`src/rtl/datapath_memory_pkg.sv`:
```
// Shared definitions for the datapath memory write arbiter: scrub FSM
// state encoding and bank select constants.
package datapath_memory_pkg;

  localparam logic BANK_A = 1'b0;
  localparam logic BANK_B = 1'b1;

  typedef enum logic [1:0] {
    IDLE  = 2'd0,
    SCRUB = 2'd1,
    DONE  = 2'd2
  } state_e;

endpackage

```
`src/rtl/datapath_memory_write_arbiter_write_port_mux.sv`:
```
// One memory write port: priority select ALU > scrub > host, then a
// registered address/data pair that drives the memory directly.
module write_port_mux #(
  parameter int WORD_WIDTH       = 36,
  parameter int WRITE_ADDR_WIDTH = 12,
  parameter int MEM_ADDR_WIDTH   = 10,
  parameter int NULL_WRITE_ADDR  = 4095
) (
  input  logic                        clock,
  input  logic                        reset_n,
  input  logic                        alu_wren,
  input  logic [WRITE_ADDR_WIDTH-1:0] alu_addr,
  input  logic [WORD_WIDTH-1:0]       alu_data,
  input  logic                        scrub_wren,
  input  logic [MEM_ADDR_WIDTH-1:0]   scrub_addr,
  input  logic                        host_wren,
  input  logic [MEM_ADDR_WIDTH-1:0]   host_addr,
  input  logic [WORD_WIDTH-1:0]       host_data,
  input  logic [WRITE_ADDR_WIDTH-1:0] base_addr,
  output logic [WRITE_ADDR_WIDTH-1:0] write_addr,
  output logic [WORD_WIDTH-1:0]       write_data
);

  localparam logic [WRITE_ADDR_WIDTH-1:0] NULL_ADDR = WRITE_ADDR_WIDTH'(NULL_WRITE_ADDR);

  logic [WRITE_ADDR_WIDTH-1:0] write_addr_q, write_addr_d;
  logic [WORD_WIDTH-1:0]       write_data_q, write_data_d;

  // Local addresses become full write addresses by adding the bank base.
  always_comb begin
    write_addr_d = NULL_ADDR;
    write_data_d = '0;
    if (alu_wren) begin
      write_addr_d = alu_addr;
      write_data_d = alu_data;
    end else if (scrub_wren) begin
      write_addr_d = WRITE_ADDR_WIDTH'(scrub_addr) + base_addr;
      write_data_d = '0;
    end else if (host_wren) begin
      write_addr_d = WRITE_ADDR_WIDTH'(host_addr) + base_addr;
      write_data_d = host_data;
    end
  end

  always_ff @(posedge clock) begin
    if (!reset_n) begin
      write_addr_q <= NULL_ADDR;
      write_data_q <= '0;
    end else begin
      write_addr_q <= write_addr_d;
      write_data_q <= write_data_d;
    end
  end

  assign write_addr = write_addr_q;
  assign write_data = write_data_q;

endmodule

```
`src/rtl/datapath_memory_write_arbiter.sv`:
```
// Shares the memory A/B write ports between the ALU (always first) and the
// host load port / scrub engine, which only use cycles the ALU leaves free.
module datapath_memory_write_arbiter
  import datapath_memory_pkg::*;
#(
  parameter int WORD_WIDTH            = 36,
  parameter int WRITE_ADDR_WIDTH      = 12,
  parameter int MEM_ADDR_WIDTH        = 10,
  parameter int MEM_DEPTH             = 1024,
  parameter int MEM_WRITE_BASE_ADDR_B = 1024,
  parameter int NULL_WRITE_ADDR       = 4095
) (
  input  logic                        clock,
  input  logic                        reset_n,
  input  logic                        alu_wren_A,
  input  logic                        alu_wren_B,
  input  logic [WRITE_ADDR_WIDTH-1:0] alu_write_addr_A,
  input  logic [WRITE_ADDR_WIDTH-1:0] alu_write_addr_B,
  input  logic [WORD_WIDTH-1:0]       alu_write_data_A,
  input  logic [WORD_WIDTH-1:0]       alu_write_data_B,
  input  logic                        host_valid,
  output logic                        host_ready,
  input  logic                        host_bank,
  input  logic [MEM_ADDR_WIDTH-1:0]   host_addr,
  input  logic [WORD_WIDTH-1:0]       host_data,
  input  logic                        scrub_start,
  output logic                        scrub_busy,
  output logic                        scrub_done,
  output logic [WRITE_ADDR_WIDTH-1:0] write_addr_A,
  output logic [WRITE_ADDR_WIDTH-1:0] write_addr_B,
  output logic [WORD_WIDTH-1:0]       write_data_A,
  output logic [WORD_WIDTH-1:0]       write_data_B,
  output state_e                      dbg_state
);

  localparam logic [MEM_ADDR_WIDTH-1:0] LAST_ADDR = MEM_ADDR_WIDTH'(MEM_DEPTH - 1);

  state_e                    state_q, state_d;
  logic [MEM_ADDR_WIDTH-1:0] cnt_q, cnt_d;
  logic                      pend_q, pend_d;
  logic                      pend_bank_q, pend_bank_d;
  logic [MEM_ADDR_WIDTH-1:0] pend_addr_q, pend_addr_d;
  logic [WORD_WIDTH-1:0]     pend_data_q, pend_data_d;

  logic handshake, scrub_fire, host_fire_a, host_fire_b;

  always_ff @(posedge clock) begin
    if (!reset_n) begin
      state_q     <= IDLE;
      cnt_q       <= '0;
      pend_q      <= 1'b0;
      pend_bank_q <= BANK_A;
      pend_addr_q <= '0;
      pend_data_q <= '0;
    end else begin
      state_q     <= state_d;
      cnt_q       <= cnt_d;
      pend_q      <= pend_d;
      pend_bank_q <= pend_bank_d;
      pend_addr_q <= pend_addr_d;
      pend_data_q <= pend_data_d;
    end
  end

  // Valid/ready: a host word is taken on the cycle host_valid && host_ready;
  // ready is low while a word is pending, while scrubbing, and during reset.
  always_comb begin
    host_ready  = reset_n && !pend_q && (state_q == IDLE);
    handshake   = host_valid && host_ready;
    scrub_fire  = (state_q == SCRUB) && !alu_wren_A && !alu_wren_B;
    host_fire_a = pend_q && (pend_bank_q == BANK_A) && !alu_wren_A && !scrub_fire;
    host_fire_b = pend_q && (pend_bank_q == BANK_B) && !alu_wren_B && !scrub_fire;
    scrub_busy  = (state_q != IDLE);
    scrub_done  = (state_q == DONE);
    dbg_state   = state_q;
  end

  always_comb begin
    state_d     = state_q;
    cnt_d       = cnt_q;
    pend_d      = pend_q;
    pend_bank_d = pend_bank_q;
    pend_addr_d = pend_addr_q;
    pend_data_d = pend_data_q;
    case (state_q)
      // A same-cycle host handshake wins over scrub_start.
      IDLE: if (scrub_start && !pend_q && !handshake) begin
        state_d = SCRUB;
        cnt_d   = '0;
      end
      SCRUB: if (scrub_fire) begin
        if (cnt_q == LAST_ADDR) begin
          state_d = DONE;
          cnt_d   = '0;
        end else begin
          cnt_d = cnt_q + MEM_ADDR_WIDTH'(1);
        end
      end
      DONE:    state_d = IDLE;
      default: state_d = IDLE;
    endcase
    if (host_fire_a || host_fire_b) pend_d = 1'b0;
    if (handshake) begin
      pend_d      = 1'b1;
      pend_bank_d = host_bank;
      pend_addr_d = host_addr;
      pend_data_d = host_data;
    end
  end

  write_port_mux #(
    .WORD_WIDTH(WORD_WIDTH), .WRITE_ADDR_WIDTH(WRITE_ADDR_WIDTH),
    .MEM_ADDR_WIDTH(MEM_ADDR_WIDTH), .NULL_WRITE_ADDR(NULL_WRITE_ADDR)
  ) u_port_a (
    .clock(clock), .reset_n(reset_n),
    .alu_wren(alu_wren_A), .alu_addr(alu_write_addr_A), .alu_data(alu_write_data_A),
    .scrub_wren(scrub_fire), .scrub_addr(cnt_q),
    .host_wren(host_fire_a), .host_addr(pend_addr_q), .host_data(pend_data_q),
    .base_addr('0),
    .write_addr(write_addr_A), .write_data(write_data_A)
  );

  write_port_mux #(
    .WORD_WIDTH(WORD_WIDTH), .WRITE_ADDR_WIDTH(WRITE_ADDR_WIDTH),
    .MEM_ADDR_WIDTH(MEM_ADDR_WIDTH), .NULL_WRITE_ADDR(NULL_WRITE_ADDR)
  ) u_port_b (
    .clock(clock), .reset_n(reset_n),
    .alu_wren(alu_wren_B), .alu_addr(alu_write_addr_B), .alu_data(alu_write_data_B),
    .scrub_wren(scrub_fire), .scrub_addr(cnt_q),
    .host_wren(host_fire_b), .host_addr(pend_addr_q), .host_data(pend_data_q),
    .base_addr(WRITE_ADDR_WIDTH'(MEM_WRITE_BASE_ADDR_B)),
    .write_addr(write_addr_B), .write_data(write_data_B)
  );

endmodule

```
`config.mk`:
```
export PLATFORM = sky130hd
export DESIGN_NAME = datapath_memory_write_arbiter
export DESIGN_NICKNAME = d
export VERILOG_FILES = /design/src/rtl/datapath_memory_pkg.sv /design/src/rtl/datapath_memory_write_arbiter_write_port_mux.sv /design/src/rtl/datapath_memory_write_arbiter.sv
export SDC_FILE = /design/constraint.sdc
export NUM_CORES = 1
export LEC_CHECK = 0
export ABC_AREA = 0
export CAP_MARGIN = 15
export CORE_MARGIN = 4
export CORE_UTILIZATION = 37
export DETAILED_ROUTE_END_ITERATION = 8
export PLACE_DENSITY_LB_ADDON = 0.08
export SETUP_SLACK_MARGIN = 0.3
export SYNTH_ARGS = -nofsm -noshare
export SYNTH_HDL_FRONTEND = slang
export SYNTH_SLANG_ARGS = --single-unit
```
`constraint.sdc`:
```
create_clock -name clock -period 1.5 [get_ports clock]
set_input_delay 0.225 -clock clock [delete_from_list [all_inputs] [get_ports clock]]
set_output_delay 0.225 -clock clock [all_outputs]
set_load 0.05 [all_outputs]
```
==> flow_summary.yaml <==
run:
  cap_violations: 0
pwr:
  clockPowerShare_pct: 42.9
  p_comb_share_pct: 19.3
  p_leak_nw: 4.73
  ir_worst_vdd_mv: 0.813
  swShare_pct: 25.5
  p_seq_share_pct: 37.8
  p_sw_w: 0.00300
  pwr_density_cell_nw_per_um2: 1050
  p_int_w: 0.00877
floorplanning:
  num_rows: 43
  die_h_um: 129
  start_util_pct: 38.3
  die_w_um: 129
  dieArea_um2: 16500
  core_um2: 14000
  ios: 250
worst_setup_path:
  crit_slowest_cell: "dfxtp_2"
  rrSetupSlack_ns: -0.24
  critical_path_arrival_ns: 1.53
  cp-end-kind: "primary output"
  crit_type: "reg2out"
  cp_cell_sequence: "buf_6, nor4b_4, buf_4, buf_12"
  crit_path_start_kind: "register"
  slowest_delay_ns: 0.33
  cp.required_ns: 1.27
  worst-path-max-fanout: 5
clock_tree:
  ctsHtreeMaxLevel: 4
  clk-insertion-delay-late_ns: 0.43
  cts_inserted_buffers: 17
  clk_pin_slew_worst_paths_ns: 0.06
  clock-sinks: 156
  cts_root_buf: "clkbuf_16"
  clockBufferDepth: 2
  cts_tree: "built"
timing:
  hold_viol: 0
  finalMaxSlewViolations: 0
  worst_pin_slew_ns: 0.514
  relSlewSlack_pct: 65.7
  finalSetupViolations: 153
  tns_ns: -21.60
  layout_setup_ws_ns: -0.254
  clock_skew_ns: 0.00965
  fin_crit_sh_pct: 117
  fmax_mhz: 570
  rsz0062_at_grt: "true"
  layout_min_cycle_time_ns: 1.75
global_routing:
  grt.overflow.total: 0
  grt_pass1_vias: 5918
  grt_pass1_wl_um: 32900
  grt_use_total_pct: 26.1
  antenna_found_initial: 0
  grt_max_degree: 37
routing:
  drc_errors: 0
  wl_per_cell_um: 22.2
  vias_per_cell: 5.46
  antenna_left: 0
  wl_um: 24200
  vias: 5968
  drt_pre_antenna_iters: 5
  first_iter_violations: 338
synthesis:
  ys_types: 39
  synth_edf_count: 0
  async_flop_share_pct: 0
  synth_warnings: 0
  syn_nets: 712
  yosys_register_bits: 156
  synth_ff_type: "dfxtp_1"
  syn_inst: 562
  syn_area_per_cell_um2: 9.56
  seq_area_frac_synth_pct: 58.1
  synth_area_um2: 5370
finish:
  n_antenna_cell: 0
  area_growth_pct: 109
  final_nets: 1052
  final_util_pct: 80.0
  stdcell_area_um2: 11200
  layout_common_cells: "clkdlybuf4s50_1, dfxtp_1, buf_4, a22o_1, nand2_4"
  fillers: 808
  drive_gt1_share_pct: 49.1
  final_common_cell: "clkdlybuf4s50_1"
worst_hold_path:
  hold_class: "in2reg"
placed_design:
  placed_area_um2: 8390
  dp_hpwl_um: 13800
  globalplace.congestion: 0.832
  io_buffers: 249
run_status:
  outcome: "finished, violations left"
  failed_checks: "setup timing"
==> stage by stage <==
stage                     power (W)  hold WS [ns]  instances  setup slack [ns]
after CTS                    0.0116         0.334       1072            -0.211
after global routing         0.0121         0.271       1094            -0.309
after detailed placement    0.00618         0.464        999            -0.562
after global placement      0.00615         0.459        999            -0.495
final                        0.0118         0.258       1094            -0.254
after floorplan             0.00535         0.324        562            -0.500
==> flip-flops by register name, indices dropped and copies added, names as in the netlist <==
signal and flops:
pend_bank_q 1, pend_q 1, u_port_a.write_addr 12, u_port_b.write_data 36, cnt_q 10, dbg_state 2, u_port_a.write_data 36, pend_data_q 36
u_port_b.write_addr 12, pend_addr_q 10
==> area by class of cell <==
class	count	area, um2	share of cell area (%)
inverter	3	11.3	0.100
sequential	156	3160	28.1
clock buffer	21	450	4.01
multi-input combinational	361	3140	27.9
tap	180	225	2.00
clock inverter	10	235	2.09
timing repair buffer	363	4020	35.8
==> Yosys cell counts, drive strengths merged (4+ instances only) <==
master | n | share of area (%)
a21oi | 58 | 5.4
a22o | 72 | 12
and2 | 4 | 0.47
buf | 16 | 1.7
clkbuf | 28 | 2.0
dfxtp | 156 | 58
nand2 | 101 | 7.1
nand3 | 7 | 0.65
nand4 | 4 | 0.47
nor2 | 34 | 2.4
o21ai | 23 | 2.1
o22ai | 21 | 2.4
==> routing by layer <==
metal	track usage, %	up-vias	part of all wire, %
met5	0	-	0
met4	10.7	0	2.8
met3	6.64	51	7.2
met2	45.2	265	50
met1	30.8	2949	40
li1	-	2703	-
==> power groups by stage <==
stage	registers (W)	logic [W]	clock network [W]
CTS	0.00444	0.00205	0.00507
global route	0.00447	0.00236	0.00523
finish	0.00445	0.00227	0.00505
detailed placement	0.00451	0.00167	0
global placement	0.00451	0.00165	0
floorplan	0.00491	0.000437	0
==> repair_timing <==
item                       CTS  global route
setup endpoints to repair  166           175
cloned                      16             7
pin swaps                   66            88
hold buffers                 0             0
gates resized for setup    175           146
buffers inserted            26            15
==> path summary, 6_finish.rpt <==
check / depth (start not counted) / from / to
setup / recovery: 4 / pend_q$_SDFFE_PN0P_ / host_ready
hold / removal: 3 / reset_n / u_port_b.write_addr[11]$_SDFF_PN1_
setup reg to reg: 8 / pend_q$_SDFFE_PN0P_ / pend_data_q[34]$_SDFFE_PN0P_
hold reg to reg: 2 / pend_data_q[8]$_SDFFE_PN0P_ / pend_data_q[8]$_SDFFE_PN0P_
==> kinds of logic (layout without fill, tap and decap cells) <==
family | count (synthesis) | count (layout) | share of synthesized area [%]
compound gates | 187 | 187 | 23.6
fa+ha+maj | 1 | 1 | 0.233
simple gates | 171 | 173 | 14.1
buf+inv | 47 | 397 | 3.89
flops | 156 | 156 | 58.1
==> worst max-delay path: cells and delay by family, from the launching register on <==
kind,cells,cell delay (ns)
flops,1,0.33
simple gates,1,0.33
buf+inv,3,0.44
Note: power is estimated with default switching activity, not from simulation.
